`src/rtl/dcpu16_pkg.sv`:
```
// rtl/dcpu16_pkg.sv - shared state encodings and constants for the DCPU16 memory bus arbiter
package dcpu16_pkg;

    // Arbiter states: waiting, fetch bus granted, A-bus granted, one-cycle cool-down
    typedef enum logic [1:0] {
        ST_IDLE  = 2'd0,
        ST_GNT_F = 2'd1,
        ST_GNT_A = 2'd2,
        ST_DONE  = 2'd3
    } mbus_state_t;

    // Read data returned to a master whose slave never answered
    localparam logic [15:0] TMO_DATA = 16'hFFFF;

    // Width of the per-grant wait counter
    localparam int WAIT_W = 8;

endpackage

```
`src/rtl/dcpu16_rrsel.sv`:
```
// rtl/dcpu16_rrsel.sv - two-request round-robin selector with one-hot grant
module dcpu16_rrsel (
    input  logic       i_req_f,
    input  logic       i_req_a,
    input  logic       i_last_a,
    output logic [1:0] o_gnt
);

    // Bit 0 grants the fetch bus, bit 1 the A-bus; a tie goes to whoever did not win last
    always_comb begin
        o_gnt = 2'b00;
        if (i_req_f && i_req_a) begin
            o_gnt = i_last_a ? 2'b01 : 2'b10;
        end else if (i_req_f) begin
            o_gnt = 2'b01;
        end else if (i_req_a) begin
            o_gnt = 2'b10;
        end
    end

endmodule

```
`src/rtl/dcpu16_mbus.sv`:
```
// rtl/dcpu16_mbus.sv - arbitrates fetch bus and A-bus onto a single memory port with timeout
module dcpu16_mbus
    import dcpu16_pkg::*;
#(
    parameter int FIRST = 0,
    parameter int TMO   = 15
) (
    input  logic        clk,
    input  logic        rst,
    input  logic [15:0] fs_adr,
    input  logic        fs_stb,
    input  logic        fs_wre,
    input  logic [15:0] fs_dto,
    output logic [15:0] fs_dti,
    output logic        fs_ack,
    input  logic [15:0] ab_adr,
    input  logic        ab_stb,
    input  logic        ab_wre,
    input  logic [15:0] ab_dto,
    output logic [15:0] ab_dti,
    output logic        ab_ack,
    output logic [15:0] mm_adr,
    output logic        mm_stb,
    output logic        mm_wre,
    output logic [15:0] mm_dto,
    input  logic [15:0] mm_dti,
    input  logic        mm_ack,
    output logic        mm_err
);

    localparam logic [WAIT_W-1:0] TMO_CNT    = WAIT_W'(TMO);
    // "Last granted was A" at reset makes the first tie go to the fetch bus when FIRST is 0
    localparam logic              RST_LAST_A = (FIRST == 0);

    mbus_state_t       r_state;
    logic [WAIT_W-1:0] r_wait;
    logic              r_last_a;

    logic [1:0]  w_gnt;
    logic        w_finish;
    logic [15:0] w_rdata;

    dcpu16_rrsel u_rrsel (
        .i_req_f  (fs_stb),
        .i_req_a  (ab_stb),
        .i_last_a (r_last_a),
        .o_gnt    (w_gnt)
    );

    // A real ack always wins over a timeout landing on the same edge
    assign w_finish = mm_ack || (r_wait == TMO_CNT);
    assign w_rdata  = mm_ack ? mm_dti : TMO_DATA;

    // Arbiter FSM: latch the winner's request, wait for ack or timeout, hand data back
    always_ff @(posedge clk) begin
        if (!rst) begin
            r_state  <= ST_IDLE;
            r_wait   <= '0;
            r_last_a <= RST_LAST_A;
            mm_adr   <= 16'h0000;
            mm_stb   <= 1'b0;
            mm_wre   <= 1'b0;
            mm_dto   <= 16'h0000;
            mm_err   <= 1'b0;
            fs_dti   <= 16'h0000;
            fs_ack   <= 1'b0;
            ab_dti   <= 16'h0000;
            ab_ack   <= 1'b0;
        end else begin
            fs_ack <= 1'b0;
            ab_ack <= 1'b0;
            mm_err <= 1'b0;
            case (r_state)
                ST_IDLE: begin
                    if (w_gnt[0]) begin
                        r_state  <= ST_GNT_F;
                        r_last_a <= 1'b0;
                        r_wait   <= '0;
                        mm_adr   <= fs_adr;
                        mm_wre   <= fs_wre;
                        mm_dto   <= fs_dto;
                        mm_stb   <= 1'b1;
                    end else if (w_gnt[1]) begin
                        r_state  <= ST_GNT_A;
                        r_last_a <= 1'b1;
                        r_wait   <= '0;
                        mm_adr   <= ab_adr;
                        mm_wre   <= ab_wre;
                        mm_dto   <= ab_dto;
                        mm_stb   <= 1'b1;
                    end
                end
                ST_GNT_F, ST_GNT_A: begin
                    if (w_finish) begin
                        if (r_state == ST_GNT_F) begin
                            fs_dti <= w_rdata;
                            fs_ack <= 1'b1;
                        end else begin
                            ab_dti <= w_rdata;
                            ab_ack <= 1'b1;
                        end
                        mm_err  <= !mm_ack;
                        mm_stb  <= 1'b0;
                        r_state <= ST_DONE;
                    end else begin
                        r_wait <= r_wait + 1'b1;
                    end
                end
                ST_DONE: begin
                    r_state <= ST_IDLE;
                end
                default: begin
                    r_state <= ST_IDLE;
                end
            endcase
        end
    end

endmodule

```
`config.mk`:
```
export PLATFORM = sky130hd
export DESIGN_NAME = dcpu16_mbus
export DESIGN_NICKNAME = d
export VERILOG_FILES = /design/src/rtl/dcpu16_pkg.sv /design/src/rtl/dcpu16_rrsel.sv /design/src/rtl/dcpu16_mbus.sv
export SDC_FILE = /design/constraint.sdc
export NUM_CORES = 1
export LEC_CHECK = 0
export BUFFER_PORTS_ARGS = -buffer_cell sky130_fd_sc_hd__buf_2
export CAP_MARGIN = 20
export CORE_MARGIN = 3
export CORE_UTILIZATION = 30
export DETAILED_ROUTE_END_ITERATION = 16
export PLACE_DENSITY = 0.55
export SLEW_MARGIN = 20
export SYNTH_ARGS = -nofsm -noshare
export SYNTH_HDL_FRONTEND = slang
export SYNTH_SLANG_ARGS = --single-unit
```
`constraint.sdc`:
```
create_clock -name clk -period 2.3 [get_ports clk]
set_clock_uncertainty 0.2 [all_clocks]
set_input_delay 0.46 -clock clk [delete_from_list [all_inputs] [get_ports clk]]
set_output_delay 0.46 -clock clk [all_outputs]
set_load 0.01 [all_outputs]
```
* Word-level counts from Yosys, hierarchy flattened
Cells that the tools add are included.
** Operators by class
- $add $sub $neg :: 1
- Multiply operators :: 0
- Div/mod/pow operators :: 0
- $lt $le $gt $ge :: 0
- Eq/ne operators :: 7
- Shift-type cells :: 0
- Muxes and demuxes :: 26
- Bitwise operators :: 1
- Reduce and logical (&&, ||, !) cells :: 14
** Operators with widths (number)
- $mux 16 :: 5
- $mux 8 :: 3
- $pmux 8 s2 :: 1
- $reduce_and 3->1 :: 5
- $mux 2 :: 7
- $add 8x1->8 const B :: 1
- $eq 8x4->1 const B :: 1
- $mux 1 :: 8
- $pmux 2 s3 :: 1
- $eq 2x2->1 const B :: 2
- $ne 2x2->1 const B :: 2
- $reduce_and 2->1 :: 2
- $reduce_bool 2->1 :: 2
- $ne 3x1->1 const B :: 1
- $eq 2x1->1 const B :: 1
- $logic_not 2->1 :: 1
- $pmux 1 s2 :: 1
- $reduce_or 2->1 :: 1
- $logic_and 1x1->1 :: 1
- $logic_not 1->1 :: 1
- $logic_or 1x1->1 :: 1
- $not 1->1 :: 1
** Word-level totals
- Flip-flop bits (word level) :: 80
- Bits in latches :: 0
- RAM bits :: 0
- Memory bits (read-only) :: 0
- Input bits :: 87
- Output and inout bits :: 69
- Word-level logic and storage cells :: 61
- Memories kept :: 0

* Longest topological paths before layout
Gate-level depths: netlist of the first run.
- Depth in word-level cells :: 6
- Mapped depth :: 8
- Mapped depth without buffers :: 6

* Hierarchy
From an unflattened synthesis of the first run, not the netlist that was laid out.
** Second synthesis, totals
- Cells, all modules :: 368
- Area, all modules :: 3519.6 µm²
** Modules (own cells, without submodules)
- dcpu16_mbus :: times used 1, cells each 365, area an instance 3500.9 µm², seq. area each 1601.5 µm²
- dcpu16_rrsel :: times used 1, cells each 3, area an instance 18.8 µm², seq. area each 0.0 µm²

* Least setup slack after synthesis of the first run
OpenSTA, ideal clock, no wires.
- Path kind :: register to register
- From :: register r_state[0]
- To :: register r_wait[3]
- Setup time :: 0.070 ns
- Arrival time :: 1.838 ns
- Required time :: 2.030 ns
- Slack :: 0.192 ns
- Cell stages (with the launch flop) :: 8
- Buffers on the path :: 1
- Period minus slack after synthesis :: 2.108 ns
- Path through :: dfxtp_1 > inv_1 > ha_1 > and4_4 > a21o_1 > buf_6 > or4_1 > a21boi_1
** On the way
- Longest elaborated chain between the ends :: 4
- Elaborated cells on any way between the ends :: 9
- Those cells by class :: eq/ne (4); mux (1); reduce/logical (4)
** Ends and longest elaborated chain
- from (decl) :: line dcpu16_mbus.sv:35 : mbus_state_t r_state;
- from (signal assigned) :: line dcpu16_mbus.sv:57 : r_state <= ST_IDLE;
- from (signal assigned) :: line dcpu16_mbus.sv:76 : r_state <= ST_GNT_F;
- from (signal assigned) :: line dcpu16_mbus.sv:84 : r_state <= ST_GNT_A;
- $eq 2x1->1 or $eq 2x2->1 (tied branches) :: line dcpu16_mbus.sv:73 : case (r_state)
- $reduce_or 2->1 :: line dcpu16_mbus.sv:73
- $ne 2x2->1 (no line) or $reduce_bool 2->1 (tied branches)
- $reduce_and 3->1 (no line)
- to (signal assigned) :: line dcpu16_mbus.sv:106 : r_wait <= r_wait + 1'b1;
- to (decl) :: line dcpu16_mbus.sv:36 : logic [WAIT_W-1:0] r_wait;
Parallel ways exist; a longest one is shown, timed or not.
A chain may end at the register's enable or synchronous reset.

* Worst setup path in the final report of the first run
Same ends and word-level chain as after synthesis.

==> metrics.cfg, run 1 <==
[timing]
hold_viol = 0
setup_tns_ns = 0
fin_crit_sh = 0.927
slew_headroom = 0.709
clock.fmax_mhz = 469
worstMarginPinSlew_ns = 0.426
fin_crit_ns = 2.13
slew_viol_final = 0
rsz0062_at_grt = false
setup_viol = 0
setup_ws_ns = 0.167

[synth]
synth_top_cell_by_area = dfxtp_1
synth-seq-area-share = 0.457
synth_area_um2 = 3500
synth_edf_count = 0
ys.warnings.count = 0
postSynth.asyncResetShare = 0
ys_types = 45
synth-main-ff-cell = dfxtp_1
yosysTopAreaCellShare = 0.457
synth_fp_nets = 493
synthCells = 402
synth-seq-cells = 80
syn_avg_cell_area_um2 = 8.71
synth_area_leaders = dfxtp_1 46%, mux2i_1 10%, a311oi_1 8.5%

[floorplan]
core_area_um2 = 11100
die_w_um = 114
die_y_um = 114
die_area_um2 = 13000
initial_core_util = 0.315
io_pins = 156
row_count = 38

[critical_path]
cp-start-kind = register
worstSetupPathType = register to register
reg2reg_depth = 6
required_ns = 2.37
crit_slowest_cell = or4_1
worstSetupEndpointType = register
worstPathCellList = inv_1 -> ha_1 -> and4_4 -> a21o_1 -> or4_1 -> a21boi_1
crit_arrival_ns = 2.20
slowest_delay_ns = 0.50
cp_max_fo = 8

[grt]
grt.overflow.total = 0
grt_pass1_wl_um = 16600
grtUsageTotal = 0.158
antenna_found_initial = 0
first_global_vias = 3302
grt_max_degree = 67

[clocking]
ctsLongestPathBuffers = 2
path_clk_slew_ns = 0.06
ctsHoldBuffers = 0
clk_latency_ns = 0.33
numCtsBuffers = 9
cts_setup_buffers = 0
cts_tree = yes
cts_sinks = 80
cts_resized = 0
cts_root_buf = clkbuf_16
h-tree-depth = 3

[worst_hold_path]
min_path_type = input pin to register
holdPathStages = 3

[route]
finalWirelength_um = 10200
routedWlPerCell_um = 14.8
drt_iter0_markers = 159
vias_per_cell = 5.00
detail_route.first_pass.iterations = 4
ant_nets = 0
drc = 0
vias = 3473

[status]
status = finished clean

[placement]
dp_hpwl_um = 7590
gp_congestion = 0.771
place_ws_ns = 0.123
io_buffers = 155

[final_layout]
final_common_cell = buf_2
drive_gt1_frac = 0.345
area_delta_synth_final_pct = 35.5
fin_nets = 640
most-common-layout-cells = 155 x buf_2, 80 x dfxtp_1, 74 x nand2_1
diodes = 0

[pwr]
power.density_nw_per_um2 = 1120
p_leak_uw = 0.00226
total_power_uw = 5300
vdd_drop_max_uv = 497

[flow_run]
drv_cap = 0

worst max-delay path: cells and delay by family, from the launching register on:
kind | cells | cell delay (ns)
compound gates | 2 | 0.41
fa+ha+maj | 1 | 0.32
buf+inv | 1 | 0.06
flops | 1 | 0.38
simple gates | 2 | 0.70
power by group:
group | leakage (uW) | total, uW | internal [uW] | switching, uW
Sequential | 0.000656 | 1910 | 1740 | 178
Clock | 0.000145 | 1430 | 868 | 557
Combinational | 0.00146 | 1960 | 845 | 1110
stage by stage:
step | std cells | hold WS, ns | cell area [um^2] | utilization
floorplan | 402 | 0.255 | 3500 | -
global placement | 677 | 0.245 | 4430 | 0.398
detailed placement | 677 | 0.250 | 4430 | 0.398
CTS | 693 | 0.176 | 4730 | 0.425
global route | 694 | 0.185 | 4750 | 0.427
finish | 694 | 0.193 | 4750 | 0.427
synthesized netlist by cell type (2+ instances only):
cell type and instances:
dfxtp_1 80, nand2_1 74, nor2_1 37, mux2i_1 35, nand3_1 35, a311oi_1 34, clkbuf_1 22, o21ai_0 18
nand2b_1 5, buf_2 4, ha_1 4, inv_1 4, nor4_1 4, a21oi_1 3, buf_1 3, buf_6 3
nor3_1 3, o31ai_1 3, a21boi_1 2, and2_1 2, nor2b_1 2, or4_1 2
worst paths after layout:
| kind | slack, ns | to | start |
|---|---|---|---|
| setup / recovery | 0.17 | r_wait[3] | r_state[0] |
| hold / removal | 0.19 | mm_dto[10] | ab_dto[10] |
| setup reg to reg | 0.17 | r_wait[3] | r_state[0] |
| hold reg to reg | 0.26 | fs_dti[9] | fs_dti[9] |
area by class of cell:
cell class	count	area (um^2)
clock inverters	5	56.3
multi-input cells	285	1740
clock buffers	11	243
inverters	5	18.8
fillers	1165	6380
repair buffers	168	911
well taps	140	175
flip-flops and latches	80	1600
metal layers:
metal	track usage	wire (um)
met5	0	0
met4	0.0736	237
met3	0.0350	482
met2	0.254	5140
met1	0.200	4380
registers in the layout, indices dropped and copies added (netlist names):
register  cells
r_last_a      1
fs_dti       16
ab_ack        1
ab_dti       16
mm_adr       16
r_wait        8
mm_err        1
mm_dto       16
mm_wre        1
fs_ack        1
mm_stb        1
r_state       2
kinds of logic (layout without fill, tap and decap cells):
| family | after synthesis | after routing | synth area share |
|---|---|---|---|
| AOI/OAI and AO/OA | 71 | 71 | 0.153 |
| adders and majority gates | 4 | 4 | 0.0143 |
| buffers and inverters | 37 | 189 | 0.0475 |
| DFF | 80 | 80 | 0.457 |
| muxes | 35 | 35 | 0.100 |
| and+or+nand+nor | 175 | 175 | 0.228 |
Power figures use the tool's default switching activity.
==> run 2, diff against run 1 <==
PLACE_DENSITY = 0.53   (was 0.55)
RECOVER_POWER = 100   (was unset)
clock period = 2.4 ns   (was 2.3 ns; I/O delays follow)
==> metrics.cfg, run 2 (synthesis results as in run 1) <==
[status]
status = finished clean

[clocking]
path_clk_slew_ns = 0.06
cts_root_buf = clkbuf_16
cts_tree = yes
cts_resized = 0
clk_latency_ns = 0.33
ctsHoldBuffers = 0
cts_sinks = 80
h-tree-depth = 3
numCtsBuffers = 9
cts_setup_buffers = 0
ctsLongestPathBuffers = 2

[critical_path]
cp-start-kind = register
crit_arrival_ns = 2.32
r2r-end = r_wait[3]
rrSetupSlack_ns = 0.14
worstSetupEndpointType = register
worstSetupPathType = register to register
required_ns = 2.46
timing.rr.start = r_state[0]
cp_max_fo = 8
reg2reg_depth = 6

[pwr]
pwr-share-clk = 0.292
p_comb_frac = 0.341
power.density_nw_per_um2 = 1090
vdd_drop_max_uv = 416
p_seq_frac = 0.367
power.switching_uw = 1740
p_leak_uw = 0.00197
p_sw_frac = 0.346
internal-power_uw = 3290

[final_layout]
design_area_um2 = 4610
drive_gt1_frac = 0.205
seq_area_um2 = 1600
fillers = 1195
final_common_cell = buf_2
final_util = 0.415
fin_nets = 637
area_delta_synth_final_pct = 31.7
diodes = 0
most-common-layout-cells = 86 x buf_2, 80 x dfxtp_1, 74 x nand2_1
multiInputGateArea_um2 = 1720

[route]
vias_per_cell = 4.89
vias = 3374
routedWlPerCell_um = 14.8
finalWirelength_um = 10200
drt_iter0_markers = 128
drc = 0
detail_route.first_pass.iterations = 4
ant_nets = 0

[floorplan]
core_area_um2 = 11100
die_y_um = 114
die_w_um = 114
die_area_um2 = 13000
io_pins = 156
initial_core_util = 0.315
row_count = 38

[timing]
holdWs_ns = 0.208
setup_ws_ns = 0.142
slew_headroom = 0.675
fin_crit_sh = 0.941
worstMarginPinSlew_ns = 0.486
slew_viol_final = 0
hold_viol = 0
rsz0062_at_grt = false
fin_crit_ns = 2.26
setup_viol = 0
clock.fmax_mhz = 443
setup_tns_ns = 0

[placement]
dp_hpwl_um = 7400
placed_area_um2 = 4390
io_buffers = 155
gp_congestion = 0.798
place_ws_ns = 0.0859

[flow_run]
drv_cap = 0

[grt]
grt_pass1_wl_um = 16300
antenna_found_initial = 0
grt_max_degree = 67
grt.overflow.total = 0
first_global_vias = 3302
grtUsageTotal = 0.155

[worst_hold_path]
holdPathStages = 3
min_path_type = input pin to register
worstHoldEndpoint = mm_adr[0]
hold_start = ab_adr[0]

[run 2: power by group through the flow]
stage               Combinational (uW)  Sequential [uW]  Clock (uW)
floorplan                         1080             1990           0
global placement                  1800             1860           0
detailed placement                1840             1860           0
global route                      1920             1890        1560
finish                            1720             1850        1470
CTS                               1840             1840        1510
[run 2: cell type report]
| type | instances | share of cell area |
|---|---|---|
| multi-input cells | 285 | 0.373 |
| well taps | 140 | 0.0380 |
| repair buffers | 165 | 0.168 |
| clock inverters | 3 | 0.0141 |
| clock buffers | 12 | 0.0556 |
| inverters | 5 | 0.00407 |
| flip-flops and latches | 80 | 0.347 |
[run 2: metal layers]
metal	routed length (um)	GRT usage	vias to the layer above
met2	5010	0.255	83
li1	-	-	1727
met3	414	0.0260	21
met4	312	0.0816	0
met1	4440	0.193	1543
met5	0	0	-
[run 2: critical path, stage by stage (launching register included)]
cell	delay, ns
dfxtp_1	0.38
inv_1	0.06
ha_1	0.40
and4_4	0.24
a21o_1	0.27
or4_1	0.49
a21boi_1	0.15
[run 2: per-stage QoR]
step | power [uW] | std cells
6_report | 5030 | 690
4_1_cts | 5190 | 688
2_1_floorplan | 3070 | 402
3_5_place_dp | 3700 | 673
5_1_grt | 5370 | 690
3_3_place_gp | 3660 | 673
[run 2: how the worst max path moves through the flow]
stage | startpoint | endpoint | cells past startpoint
after floorplan | r_state[0] | r_wait[3] | 7
after detailed placement | r_state[0] | ab_dti[6] | 6
after global placement | r_state[0] | ab_dti[2] | 6
after CTS | r_state[0] | ab_dti[5] | 6
final | r_state[0] | r_wait[3] | 6
after global routing | r_state[0] | ab_dti[9] | 7
==> run 3, diff against run 2 <==
SYNTH_HIERARCHICAL = 1   (was unset)
==> metrics.cfg, run 3 <==
[status]
status = finished clean

[timing]
rsz0062_at_grt = false
fin_crit_ns = 2.28
worstMarginPinSlew_ns = 0.925
fin_crit_sh = 0.951
clock.fmax_mhz = 438
slew_viol_final = 0
slew_headroom = 0.383
setup_ws_ns = 0.117
setup_viol = 0
hold_viol = 0
setup_tns_ns = 0

[final_layout]
diodes = 0
design_area_um2 = 4760
final_common_cell = buf_2
drive_gt1_frac = 0.237
fin_nets = 610
most-common-layout-cells = 87 x buf_2, 80 x dfxtp_1, 69 x clkbuf_1
area_delta_synth_final_pct = 35.4
final_util = 0.428

[grt]
grtUsageTotal = 0.137
grt_max_degree = 57
antenna_found_initial = 0
top_usage_layer = met2
grtUsageMet2 = 0.229
met1_usage = 0.171
grt_pass1_wl_um = 14400
grt.overflow.total = 0
met3_usage = 0.0328
first_global_vias = 2942

[floorplan]
row_count = 38
die_y_um = 114
io_pins = 156
core_area_um2 = 11100
die_w_um = 114
initial_core_util = 0.316
die_area_um2 = 13100

[synth]
synthCells = 368
synth_fp_nets = 459
yosysMostFrequentCell = dfxtp_1
synth_common_cells = 80 x dfxtp_1, 66 x mux2i_1, 46 x nand2_1
ys.warnings.count = 6
syn_avg_cell_area_um2 = 9.56
synth_top_cell_by_area = dfxtp_1
postSynth.asyncResetShare = 0
synth_area_leaders = dfxtp_1 46%, mux2i_1 19%, a211oi_1 7.5%
synth_edf_count = 0
synth-main-ff-cell = dfxtp_1
synth-seq-cells = 80
yosysTopAreaCellShare = 0.455
synth-seq-area-share = 0.455
synth_area_um2 = 3520
ys_types = 44

[critical_path]
critPathTopFamily = simple AND/OR/NAND/NOR gates
required_ns = 2.41
path_buf_inv = 2
slowest_delay_ns = 0.49
worstSetupPathType = register to register
crit_slowest_cell = or4b_1
cp-start-kind = register
cp_max_fo = 6
crit_arrival_ns = 2.29
worstPathCellList = inv_1 -> ha_1 -> or4b_1 -> o22ai_4 -> buf_4 -> nor4b_1 -> a311o_1
worstSetupEndpointType = register

[route]
finalWirelength_um = 9190
ant_nets = 0
vias_per_cell = 4.74
routedWlPerCell_um = 13.8
drt_iter0_markers = 114
drc = 0
vias = 3146
detail_route.first_pass.iterations = 4

[clocking]
ctsLongestPathBuffers = 2
cts_root_buf = clkbuf_16
h-tree-depth = 3
path_clk_slew_ns = 0.06
numCtsBuffers = 9
ctsHoldBuffers = 0
clk_latency_ns = 0.33
cts_tree = yes
cts_sinks = 80

[placement]
placed_area_um2 = 4440
gp_congestion = 0.902
place_ws_ns = 0.0546
dp_hpwl_um = 6910
io_buffers = 155

[pwr]
total_power_uw = 5420
p_leak_uw = 0.00205
power.density_nw_per_um2 = 1140
vdd_drop_max_uv = 561

[flow_run]
drv_cap = 0

[worst_hold_path]
min_path_type = input pin to register

run 3: cell count changes after synthesis, sizes merged, moves of 4 or more:
cell,before,now
a211oi,0,35
a311oi,34,1
buf,10,15
clkbuf,22,12
mux2i,35,66
nand2,75,47
nand2b,5,0
nand3,36,5
nor4,4,0
run 3: cell type report:
class	count	area, um^2
fillers	1156	6360
multi-input cells	255	1760
flip-flops and latches	80	1600
repair buffers	167	802
clock buffers	11	253
well taps	140	175
clock inverters	5	150
inverters	6	22.5
run 3: what timing repair did:
action                                  4_1_cts  5_1_grt
endpoints found under the hold margin         0        0
gates resized for setup                       0        1
endpoints found under the setup margin        0       32
setup buffers                                 0        1
run 3: through the flow:
| step | instances | hold slack (ns) |
|---|---|---|
| 6_report | 664 | 0.177 |
| 2_1_floorplan | 368 | 0.238 |
| 4_1_cts | 663 | 0.161 |
| 3_5_place_dp | 647 | 0.248 |
| 5_1_grt | 664 | 0.175 |
| 3_3_place_gp | 647 | 0.245 |
run 3: power by group:
| part | leakage, uW | switching (uW) | internal [uW] |
|---|---|---|---|
| clock network | 0.000196 | 529 | 1280 |
| registers | 0.000656 | 191 | 1690 |
| logic | 0.00120 | 1020 | 707 |
run 3: worst reg2reg max path: cells and delay by family, from the launching register on:
kind / cells / cell delay (ns)
adders and majority gates: 1 / 0.30
and+or+nand+nor: 2 / 0.54
DFF: 1 / 0.36
buffers and inverters: 2 / 0.27
AOI/OAI and AO/OA: 2 / 0.50
run 3: cells by family (layout without fill, tap and decap cells):
family | after synthesis | count (layout) | synth area share
buffers and inverters | 33 | 189 | 0.0505
AO/OA/AOI/OAI | 79 | 79 | 0.156
multiplexers | 66 | 66 | 0.188
XOR/XNOR | 1 | 1 | 0.00249
AND/OR/NAND/NOR | 105 | 105 | 0.134
flip-flops | 80 | 80 | 0.455
adder cells (fa/ha/maj) | 4 | 4 | 0.0142
run 3: final timing paths:
path / start / to / slack, ns / depth (start not counted)
worst min register to register: ab_dti[6] / ab_dti[6] / 0.26 / 2
worst max-delay path: r_state[0] / r_wait[3] / 0.12 / 7
worst max register to register: r_state[0] / r_wait[3] / 0.12 / 7
worst min-delay path: mm_ack / mm_err / 0.18 / 2
run 3: metal layers:
| layer | vias to the layer above | routed length [um] |
|---|---|---|
| met5 | - | 0 |
| met4 | 0 | 134 |
| met3 | 11 | 476 |
| met2 | 80 | 4690 |
| met1 | 1424 | 3890 |
| li1 | 1631 | - |
